**config.mk**
```make
export PLATFORM = sky130hd
export DESIGN_NAME = risc_toy_mem_arbiter
export DESIGN_NICKNAME = d
export VERILOG_FILES = /design/src/rtl/risc_toy_mem_arbiter.sv
export SDC_FILE = /design/constraint.sdc
export NUM_CORES = 1
export LEC_CHECK = 0
export ABC_AREA = 1
export BUFFER_PORTS_ARGS = -buffer_cell sky130_fd_sc_hd__buf_4
export CORE_AREA = 2 2 101 103
export CTS_CLUSTER_SIZE = 40
export DETAILED_ROUTE_END_ITERATION = 6
export DIE_AREA = 0 0 103 105
export GPL_TIMING_DRIVEN = 1
export PLACE_DENSITY = 0.53
export SLEW_MARGIN = 20
export SYNTH_ARGS = -nofsm -noshare
export SYNTH_HDL_FRONTEND = slang
export SYNTH_SLANG_ARGS = --single-unit
```
**constraint.sdc**
```tcl
create_clock -name CLK -period 3.85 [get_ports CLK]
set_input_delay 0.77 -clock CLK [delete_from_list [all_inputs] [get_ports CLK]]
set_output_delay 0.77 -clock CLK [all_outputs]
set_load 0.005 [all_outputs]
```
**src/rtl/risc_toy_mem_arbiter.sv**
```systemverilog
// risc_toy_mem_arbiter
// Shares one single-port memory between the RISC_TOY fetch port (I) and its
// load/store port (D). Grants are combinational and same-cycle. Only one read
// is in flight at a time, and its data returns exactly RD_LAT cycles after
// the grant. Data requests beat fetch requests.
//
// Optional feature: define ARB_STARVE_GUARD_EN to add a fetch-starvation
// guard. After STARVE_LIM consecutive data grants made while a fetch was
// waiting, the fetch wins once. Without the macro, data priority is strict.

module risc_toy_mem_arbiter #(
    parameter int RD_LAT     = 2,
    parameter int STARVE_LIM = 4
) (
    input  logic        CLK,
    input  logic        RST,
    input  logic        I_REQ,
    input  logic [29:0] I_ADDR,
    output logic        I_GNT,
    output logic        I_RVALID,
    output logic [31:0] I_RDATA,
    input  logic        D_REQ,
    input  logic        D_RW,
    input  logic [29:0] D_ADDR,
    input  logic [31:0] D_WDATA,
    output logic        D_GNT,
    output logic        D_RVALID,
    output logic [31:0] D_RDATA,
    output logic        M_REQ,
    output logic        M_RW,
    output logic [29:0] M_ADDR,
    output logic [31:0] M_WDATA,
    input  logic [31:0] M_RDATA
);

    typedef enum logic {
        ST_IDLE = 1'b0,
        ST_WAIT = 1'b1
    } state_t;

    localparam logic [2:0] LAT_LOAD = 3'(RD_LAT - 1);

    state_t      r_state;
    logic [2:0]  r_cnt;
    logic        r_ownerD;

    logic        w_open;
    logic        w_return;
    logic        w_forceI;
    logic        w_gntI;
    logic        w_gntD;
    logic        w_rdGnt;

    // Reset masks everything so that all outputs read 0 while RST is high.
    // The return cycle (counter at 0) is also an arbitration cycle.
    assign w_return = !RST && (r_state == ST_WAIT) && (r_cnt == 3'd0);
    assign w_open   = !RST && ((r_state == ST_IDLE) || (r_cnt == 3'd0));

`ifdef ARB_STARVE_GUARD_EN
    localparam int SW = $clog2(STARVE_LIM + 1);
    localparam logic [SW-1:0] LIM = SW'(STARVE_LIM);

    logic [SW-1:0] r_streak;

    assign w_forceI = (r_streak == LIM) && I_REQ && D_REQ;

    // Count data grants made while a fetch waits; any fetch grant or an open cycle without a fetch clears it
    always_ff @(posedge CLK) begin
        if (RST) begin
            r_streak <= '0;
        end else if (w_open) begin
            if (w_gntI || !I_REQ) begin
                r_streak <= '0;
            end else if (w_gntD) begin
                r_streak <= r_streak + 1'b1;
            end
        end
    end
`else
    assign w_forceI = 1'b0;
`endif

    // Data wins by default; fetch wins when it is alone or the guard forces it.
    assign w_gntI  = w_open && I_REQ && (!D_REQ || w_forceI);
    assign w_gntD  = w_open && D_REQ && !w_gntI;
    assign w_rdGnt = w_gntI || (w_gntD && !D_RW);

    // Drive the memory port from the winner and route returning read data to the owner
    always_comb begin
        I_GNT    = w_gntI;
        D_GNT    = w_gntD;
        M_REQ    = w_gntI || w_gntD;
        M_RW     = 1'b0;
        M_ADDR   = '0;
        M_WDATA  = '0;
        I_RVALID = 1'b0;
        D_RVALID = 1'b0;
        I_RDATA  = '0;
        D_RDATA  = '0;
        if (w_gntD) begin
            M_RW    = D_RW;
            M_ADDR  = D_ADDR;
            M_WDATA = D_WDATA;
        end else if (w_gntI) begin
            M_ADDR  = I_ADDR;
        end
        if (w_return) begin
            if (r_ownerD) begin
                D_RVALID = 1'b1;
                D_RDATA  = M_RDATA;
            end else begin
                I_RVALID = 1'b1;
                I_RDATA  = M_RDATA;
            end
        end
    end

    // Read-tracking FSM: a read grant (re)loads the latency countdown, and writes never leave IDLE
    always_ff @(posedge CLK) begin
        if (RST) begin
            r_state  <= ST_IDLE;
            r_cnt    <= 3'd0;
            r_ownerD <= 1'b0;
        end else if (w_rdGnt) begin
            r_state  <= ST_WAIT;
            r_cnt    <= LAT_LOAD;
            r_ownerD <= w_gntD;
        end else if (r_state == ST_WAIT) begin
            if (r_cnt == 3'd0) begin
                r_state <= ST_IDLE;
            end else begin
                r_cnt <= r_cnt - 3'd1;
            end
        end
    end

endmodule

```
==> flow_summary.toml, run 1 <==
[route]
drt_pass1_iterations = 4
vias = 2622
drt-initial-drc-count = 61
drtAntennaViolNets = 0
wirelength_mm = 6.935
wl_per_cell_um = 9.978
routed_via_density = 3.773
drc = 0

[timing]
tightest_slew_ps = 513.1
rsz0062_at_grt = "false"
slew_headroom = 0.6575
period_share = 0.7747
finClkSkew_ps = 1.169
drv_slew = 0
timing.fmax_mhz = 335.3
finalSetupViolations = 0
hold_viol_final = 0
final.setup.tns_ps = 0
period_needed_ps = 2983

[power_and_ir_drop]
total_power_w = 0.0004173
seq_power_share = 0.137
internal-power_w = 0.0002836
power_frac_clock = 0.239
switching_power_w = 0.0001337
p_leak_nw = 2.334
comb_power_share = 0.624
swShare = 0.3205
vdd_ir_drop_max_mv = 0.04727
powerDensity_nw_per_um2 = 120.9

[critical_path]
slowest_delay_ps = 520
start_kind = "register"
cp.arrival_ps = 2210
crit_path_top_delay_cell = "inv_2"
rrSetupSlack_ps = 2500
crit_type = "register to primary output"
path_cells = "inv_1 -> ha_1 -> nand2_2 -> nand2_4 -> nand3_4 -> inv_2 -> nand2_1 -> nand2_1 -> buf_4"
cp_max_fo = 35
r2r-start = "r_cnt[0]"
crit_required_ps = 3080
cpMostUsedCell = "nand2_1"
r2r-end = "r_cnt[2]"
worstSetupEndpointType = "primary output"
r2r_cells = 7

[clock_network]
cts-root-buf = "clkbuf_8"
clock_sinks = 5
cts_buffers = 3
path_clk_slew_ps = 40
ctsHoldBuffers = 0
cts_resized = 0
cts-htree-levels = 1
postCtsSetupBuffers = 0
insertion_delay_ps = 220
cts_tree = "yes"
clock_path_buffers = 2

[layout]
drive_gt1_frac = 0.4911
layout_commonest_cell = "buf_4"
antenna_cells = 0
final_nets = 694
nFillCells = 1076
syn2layout_area_growth_pct = 141.8
utilization = 0.3581
final_cell_mix = "buf_4 (260), nor2_1 (99), nand2_1 (97), inv_1 (73), inv_2 (6)"
finish.instance_area_sq_um = 3452

[flow_run]
cap_violations = 0

[synth]
synth_top_cell_by_area = "nor2_1"
syn_inst = 313
syn-num-nets = 444
synth_area_leaders = "nor2_1 (26%), nand2_1 (26%), inv_1 (19%)"
synth_area_sq_um = 1428
yosys_warnings = 0
syn_area_per_cell_sq_um = 4.561
ys_ff_latch = 5
synth_cell_type_count = 20
yosysSeqAreaShare = 0.07011
yosys.area.top_type_share = 0.2603

[die]
core_area_sq_um = 9639
die_area_sq_um = 10820
fp.dieW_um = 103
start_util = 0.1481
rows = 36
die_height_um = 105
io_pins = 261

[grt]
grt_usage = 0.1125
grt_pass1_wl_mm = 10.06
grt_overflow = 0
antenna_found_initial = 0
grt_pass1_vias = 2349
grt_max_degree = 36

[hold_path]
min_path_type = "register to register"
hold_depth = 2
min-delay-start = "r_ownerD"
min_to = "r_ownerD"

[placed_design]
dp_hpwl_mm = 5.953
placed_cell_area_sq_um = 3407
port_buffers = 260
gp_congestion = 0.8224

[run_status]
status = "finished clean"
cells by family after synthesis:
| group | synth area share |
|---|---|
| fa+ha+maj | 0.01753 |
| buf+inv | 0.3050 |
| compound gates | 0.007005 |
| simple gates | 0.5942 |
| flops | 0.07012 |
| xor+xnor | 0.006136 |
power by group through the flow:
stage | sequential (W) | combinational [W] | clock [W]
2_1_floorplan | 0.0000575 | 0.0000907 | 0
3_3_place_gp | 0.0000580 | 0.000261 | 0
3_5_place_dp | 0.0000580 | 0.000263 | 0
4_1_cts | 0.0000573 | 0.000264 | 0.000102
5_1_grt | 0.0000575 | 0.000289 | 0.000107
6_report | 0.0000573 | 0.000260 | 0.0000996
registers in the layout (all words and copies together), names as in the netlist:
name      cells
r_state       1
r_cnt         3
r_ownerD      1
final cells by class:
| class | count | area, sq um | area share |
|---|---|---|---|
| flip-flops and latches | 5 | 100.1 | 0.02900 |
| inverters | 79 | 296.5 | 0.08590 |
| repair buffers | 260 | 1952 | 0.5654 |
| clock buffers | 4 | 45.04 | 0.01305 |
| well taps | 133 | 166.4 | 0.04821 |
| multi-input cells | 214 | 892.1 | 0.2584 |
Yosys cell counts (all sizes together):
library cell / number
a21oi: 1
buf: 15
dfxtp: 5
ha: 2
inv: 79
nand2: 99
nand3: 6
nand4: 3
nor2: 101
o21ai: 1
xor2: 1
how the worst max path moves through the flow:
stage,start,endpoint,depth (start not counted)
final,r_cnt[0],M_ADDR[26],9
after global placement,RST,M_ADDR[28],7
after floorplan,RST,D_RDATA[10],6
after global routing,r_cnt[0],M_ADDR[5],9
after CTS,r_cnt[0],M_ADDR[26],9
after detailed placement,RST,M_ADDR[26],7
worst max-delay path, delay by kind of cell (launching register included):
| family | cells | cell delay (ps) |
|---|---|---|
| AND/OR/NAND/NOR | 5 | 740 |
| buffers and inverters | 3 | 720 |
| flip-flops | 1 | 300 |
| adder cells (fa/ha/maj) | 1 | 210 |
stage by stage:
stage	cells	hold slack, ps	setup WS [ps]
floorplan	313	459.6	1597
global placement	691	489.6	894.9
detailed placement	691	492.0	851.6
CTS	695	498.3	838.1
global route	695	514.2	610.7
finish	695	492.1	867.3
per-layer routing:
layer	routed length, um	global-route usage	up-vias	share of wire
li1	-	-	1359	-
met1	2425	0.1113	1089	0.35
met2	3540	0.2189	162	0.51
met3	830	0.02408	12	0.12
met4	140	0.04417	0	0.020
met5	0	0	-	0
Note: power is estimated with default switching activity, not from simulation.
==> run 2: changes to the inputs <==
- ABC_AREA: 1 -> 0
- CORE_AREA: 2 2 101 103 -> 2 2 100 102
- DIE_AREA: 0 0 103 105 -> 0 0 102 104
- PLACE_DENSITY: 0.53 -> 0.55
- clock period: 3.85 -> 2.6 ns (I/O delays scaled with it)
==> run 2 against run 1 <==
Against the previous run: core utilization rose by 0.70 points; global-route usage rose by 1.6 points; via count fell by 16%; final cell count fell by 18%; critical path type unchanged; largest cell class unchanged; highest routed layer unchanged.
==> flow_summary.toml, run 2 <==
[critical_path]
r2r_cells = 7
worstSetupEndpointType = "primary output"
path_cells = "inv_1 -> ha_1 -> nand2b_4 -> a211oi_4 -> buf_12 -> a22o_1 -> buf_4"
cp.arrival_ps = 1940
crit_required_ps = 2080
cp_max_fo = 64
crit_type = "register to primary output"
startpoint = "r_cnt[0]"
rrSetupSlack_ps = 950
worst-path-buf-inv = 3
crit_family = "compound AO/OA/AOI/OAI gates"
r2r-end = "r_ownerD"
crit_path_top_delay_cell = "dfxtp_1"
cp.depth = 7
start_kind = "register"
slowest_delay_ps = 300
endpoint = "M_ADDR[14]"
r2r-start = "r_cnt[0]"

[synth]
synth_top_cell_by_area = "and2_1"
synth.most_common_cell = "and2_1"
synthArstFlopShare = 0
synth_cell_type_count = 29
ys.flop_type = "dfxtp_1"
syn-num-nets = 312
yosys_warnings = 0
yosysSeqAreaShare = 0.07491
syn_area_per_cell_sq_um = 7.383
synth_area_sq_um = 1336
synth_area_leaders = "and2_1 (45%), a22o_1 (20%), dfxtp_1 (7.5%)"
synth-edff-count = 0
ys_ff_latch = 5
synth_top_cells_by_count = "and2_1 (97), a22o_1 (30), clkbuf_1 (8), dfxtp_1 (5), inv_1 (5)"
syn_inst = 181
yosys.area.top_type_share = 0.4541

[timing]
rsz0062_at_grt = "false"
hold_viol_final = 0
period_needed_ps = 2465
finalSetupViolations = 0
tightest_slew_ps = 277.0
timing.fmax_mhz = 405.7
period_share = 0.9479
setup_slack_ps = 135.4
finClkSkew_ps = 5.434
final.setup.tns_ps = 0
drv_slew = 0
whs_ps = 511.8
slew_headroom = 0.8153

[grt]
grt_usage = 0.1286
grt_max_degree = 65
antenna_found_initial = 0
grt_pass1_vias = 2172
grt_pass1_wl_mm = 11.22
grt_overflow = 0

[layout]
reg_top3 = "r_cnt x3, r_ownerD x1, r_state x1"
final_cell_mix = "buf_4 (264), and2_1 (97), a22o_1 (30), inv_1 (5), dfxtp_1 (5)"
layout_commonest_cell = "buf_4"
antenna_cells = 0
utilization = 0.3652
final_nets = 566
largest_reg_flops = 3
syn2layout_area_growth_pct = 161.0
regMostFlops = "r_cnt"
finish.instance_area_sq_um = 3487
drive_gt1_frac = 0.6452

[clock_network]
insertion_delay_ps = 220
cts-root-buf = "clkbuf_8"
cts_buffers = 3
clock_path_buffers = 2
clock_sinks = 5
path_clk_slew_ps = 40
cts-htree-levels = 1
cts_tree = "yes"

[die]
fp.dieW_um = 102
start_util = 0.1399
die_area_sq_um = 10610
io_pins = 261
die_height_um = 104
rows = 36
core_area_sq_um = 9549

[hold_path]
hold_depth = 2
min_path_type = "register to register"

[placed_design]
dp_hpwl_mm = 6.341
dp_slack_ps = 351.8
gp_congestion = 0.8252
placed_cell_area_sq_um = 3410
port_buffers = 260

[route]
vias = 2194
drc = 0
routed_via_density = 3.869
drtAntennaViolNets = 0
wirelength_mm = 7.788
wl_per_cell_um = 13.74
drt-initial-drc-count = 45
drt_pass1_iterations = 4

[power_and_ir_drop]
p_leak_nw = 1.911
vdd_ir_drop_max_mv = 0.07951
powerDensity_nw_per_um2 = 195.9

[flow_run]
cap_violations = 0

[run_status]
status = "finished clean"
run 2: area by class of cell:
type | count | area [sq um]
clock buffer | 4 | 45.04
fill | 1025 | 6062
inverter | 5 | 18.77
multi-input combinational | 153 | 1110
sequential | 5 | 100.1
tap | 133 | 166.4
timing repair buffer | 267 | 2047
run 2: kinds of logic (layout without fill, tap and decap cells):
kind of cell	Yosys count	in the layout	share of synthesized area
AND/OR/NAND/NOR	109	109	0.5168
flip-flops	5	5	0.07491
adder cells (fa/ha/maj)	2	2	0.01872
buffers and inverters	23	276	0.09831
AO/OA/AOI/OAI	42	42	0.2912
run 2: stage by stage:
stage	total power, W	cells
after global placement	0.0005345	561
final	0.0006830	567
after floorplan	0.0002463	181
after CTS	0.0006859	565
after global routing	0.0007353	567
after detailed placement	0.0005367	561
run 2: metal layers:
layer	GRT usage	vias to the layer above	routed length (um)
li1	-	1117	-
met1	0.1490	997	2968
met2	0.2556	78	4387
met3	0.01478	2	412
met4	0.008571	0	19
met5	0	-	0
run 2: worst min-delay path by stage:
stage | from | to | slack (ps)
5_1_grt | r_cnt[0] | r_cnt[0] | 550
3_5_place_dp | r_cnt[0] | r_cnt[0] | 500
6_report | r_cnt[0] | r_cnt[0] | 510
2_1_floorplan | r_ownerD | r_ownerD | 460
3_3_place_gp | r_ownerD | r_ownerD | 480
4_1_cts | r_cnt[0] | r_cnt[0] | 510
run 2: power breakdown:
group | leakage [nW] | internal [W] | switching, W
registers | 0.0413 | 0.0000834 | 0.00000409
clock network | 0.0228 | 0.000105 | 0.0000395
logic | 1.85 | 0.000290 | 0.000161
run 2: timing repair:
item / CTS / global route
setup buffers: 0 / 1
hold buffers: 0 / 0
endpoints found under the setup margin: 0 / 1
resized for setup: 0 / 0
run 2: worst min-delay path: stages (launching register included):
cell     delay, ps
dfxtp_1        300
inv_1          100
a21oi_1         70
==> run 3: changes to the inputs <==
- CELL_PAD_IN_SITES_DETAIL_PLACEMENT: default -> 0
- CELL_PAD_IN_SITES_GLOBAL_PLACEMENT: default -> 1
- CORE_AREA: 2 2 100 102 -> default
- CORE_UTILIZATION: default -> 13
- DIE_AREA: 0 0 102 104 -> default
- HOLD_SLACK_MARGIN: default -> 0.1
- PLACE_DENSITY: 0.55 -> 0.83
==> run 3 against run 2 <==
Against the previous run: total power rose by 0.60%; core utilization shrank 1.3 points; critical path depth rose by 1; worst setup slack better by 25 ps; largest cell class unchanged; count of clock-buffer cells in the layout unchanged; non-clock buffer count is the same; via count rose by 1.8%; combinational power decreased by 1%; sequential share of layout area hardly changed; cell area down 0.25%; final cell count is the same.
==> flow_summary.toml, run 3 (same netlist as run 2, synthesis figures left out) <==
[run_status]
status = "finished clean"

[clock_network]
cts_tree = "yes"
cts-root-buf = "clkbuf_8"
ctsHoldBuffers = 0
clock_path_buffers = 2
clock_sinks = 5
path_clk_slew_ps = 40
cts_buffers = 3
insertion_delay_ps = 230
cts-htree-levels = 1

[route]
vias = 2234
wl_met3_um = 441
top_layer = "met4"
drt_pass1_iterations = 4
drc = 0
wl_met2_mm = 4.214
drt-initial-drc-count = 47
wirelength_mm = 7.923
routed_via_density = 3.940
drtAntennaViolNets = 0
wl_per_cell_um = 13.97
wl_met1_mm = 3.124

[power_and_ir_drop]
powerDensity_nw_per_um2 = 197.5
seq_power_share = 0.134
swShare = 0.3062
power_frac_clock = 0.217
internal-power_w = 0.0004766
total_power_w = 0.0006870
vdd_ir_drop_max_mv = 0.08541
p_leak_nw = 1.909
comb_power_share = 0.650
switching_power_w = 0.0002104

[timing]
period_needed_ps = 2440
period_share = 0.9383
finalSetupViolations = 0
finClkSkew_ps = 1.638
tightest_slew_ps = 468.6
slew_headroom = 0.6872
whs_ps = 501.7
timing.fmax_mhz = 409.9
drv_slew = 0
hold_viol_final = 0
final.setup.tns_ps = 0
rsz0062_at_grt = "false"

[layout]
utilization = 0.3526
reg_top3 = "r_cnt x3, r_ownerD x1, r_state x1"
seq_area_sq_um = 100.1
multiInputGateArea_sq_um = 1110
syn2layout_area_growth_pct = 160.3
nFillCells = 1008
largest_reg_flops = 3
stdcell_count = 567
drive_gt1_frac = 0.6452
regMostFlops = "r_cnt"
antenna_cells = 0
layout_commonest_cell = "buf_4"
final_cell_mix = "buf_4 (264), and2_1 (97), a22o_1 (30), inv_1 (5), dfxtp_1 (5)"
final_nets = 566

[hold_path]
min_path_type = "register to register"
min_to = "r_ownerD"
min-delay-start = "r_ownerD"
hold_depth = 2

[grt]
grt_overflow = 0
grt_max_degree = 35
antenna_found_initial = 0
grt_usage = 0.1203
grt_pass1_vias = 1894
grt_pass1_wl_mm = 9.770

[die]
core_area_sq_um = 9864
die_height_um = 103.4
start_util = 0.1355
fp.dieW_um = 103.4
die_area_sq_um = 10690
rows = 36
io_pins = 261

[critical_path]
worstSetupEndpointType = "primary output"
crit_required_ps = 2080
rrSetupSlack_ps = 960
start_kind = "register"
crit_type = "register to primary output"
r2r_cells = 7
r2r-end = "r_ownerD"
r2r-start = "r_cnt[0]"
cp_max_fo = 17
cp.arrival_ps = 1920

[placed_design]
dp_hpwl_mm = 6.538
post-place-cells = 561
port_buffers = 260
gp_congestion = 0.8048

[flow_run]
cap_violations = 0
==> run 3: metal layers <==
metal,global-route usage,vias up
met1,0.1459,1022
met3,0.02016,13
met4,0.04442,0
li1,-,1116
met2,0.2124,83
met5,0,-
==> run 3: layout make-up <==
type | instances | share of cell area
multi-input cells | 153 | 0.3191
inverters | 5 | 0.005396
well taps | 133 | 0.04784
repair buffers | 267 | 0.5860
flip-flops and latches | 5 | 0.02878
clock buffers | 4 | 0.01295
==> run 3: critical path: stages (launching register included) <==
cell	delay [ps]
dfxtp_1	300
inv_1	100
ha_1	240
nand2b_4	120
a2111oi_4	290
buf_4	200
buf_12	150
a22o_1	170
buf_4	120
==> run 3: metrics by stage <==
step | area, sq um | setup slack, ps
2_1_floorplan | 1336 | 454.3
3_3_place_gp | 3397 | 350.8
3_5_place_dp | 3397 | 360.0
4_1_cts | 3442 | 105.2
5_1_grt | 3478 | 11.13
6_report | 3478 | 160.5
==> run 3: how the worst max path moves through the flow <==
stage | slack [ps] | depth (start not counted) | endpoint | from
after floorplan | 450 | 7 | M_ADDR[23] | r_cnt[0]
after global placement | 350 | 7 | M_ADDR[1] | r_cnt[0]
after detailed placement | 360 | 7 | M_ADDR[1] | r_cnt[0]
after CTS | 110 | 7 | M_ADDR[1] | r_cnt[0]
after global routing | 10 | 7 | M_ADDR[27] | r_cnt[1]
final | 160 | 8 | M_ADDR[1] | r_cnt[0]
==> run 3: repair_timing <==
action	4_1_cts	5_1_grt
hold endpoints to repair	0	0
setup endpoints to repair	0	1
resized for setup	0	1
buffers inserted	0	1
==> run 3: power by group through the flow <==
stage	combinational [W]	sequential, W	clock [W]
2_1_floorplan	0.000159	0.0000874	0
3_3_place_gp	0.000438	0.0000926	0
3_5_place_dp	0.000441	0.0000931	0
4_1_cts	0.000443	0.0000917	0.000154
5_1_grt	0.000486	0.0000930	0.000160
6_report	0.000446	0.0000919	0.000149
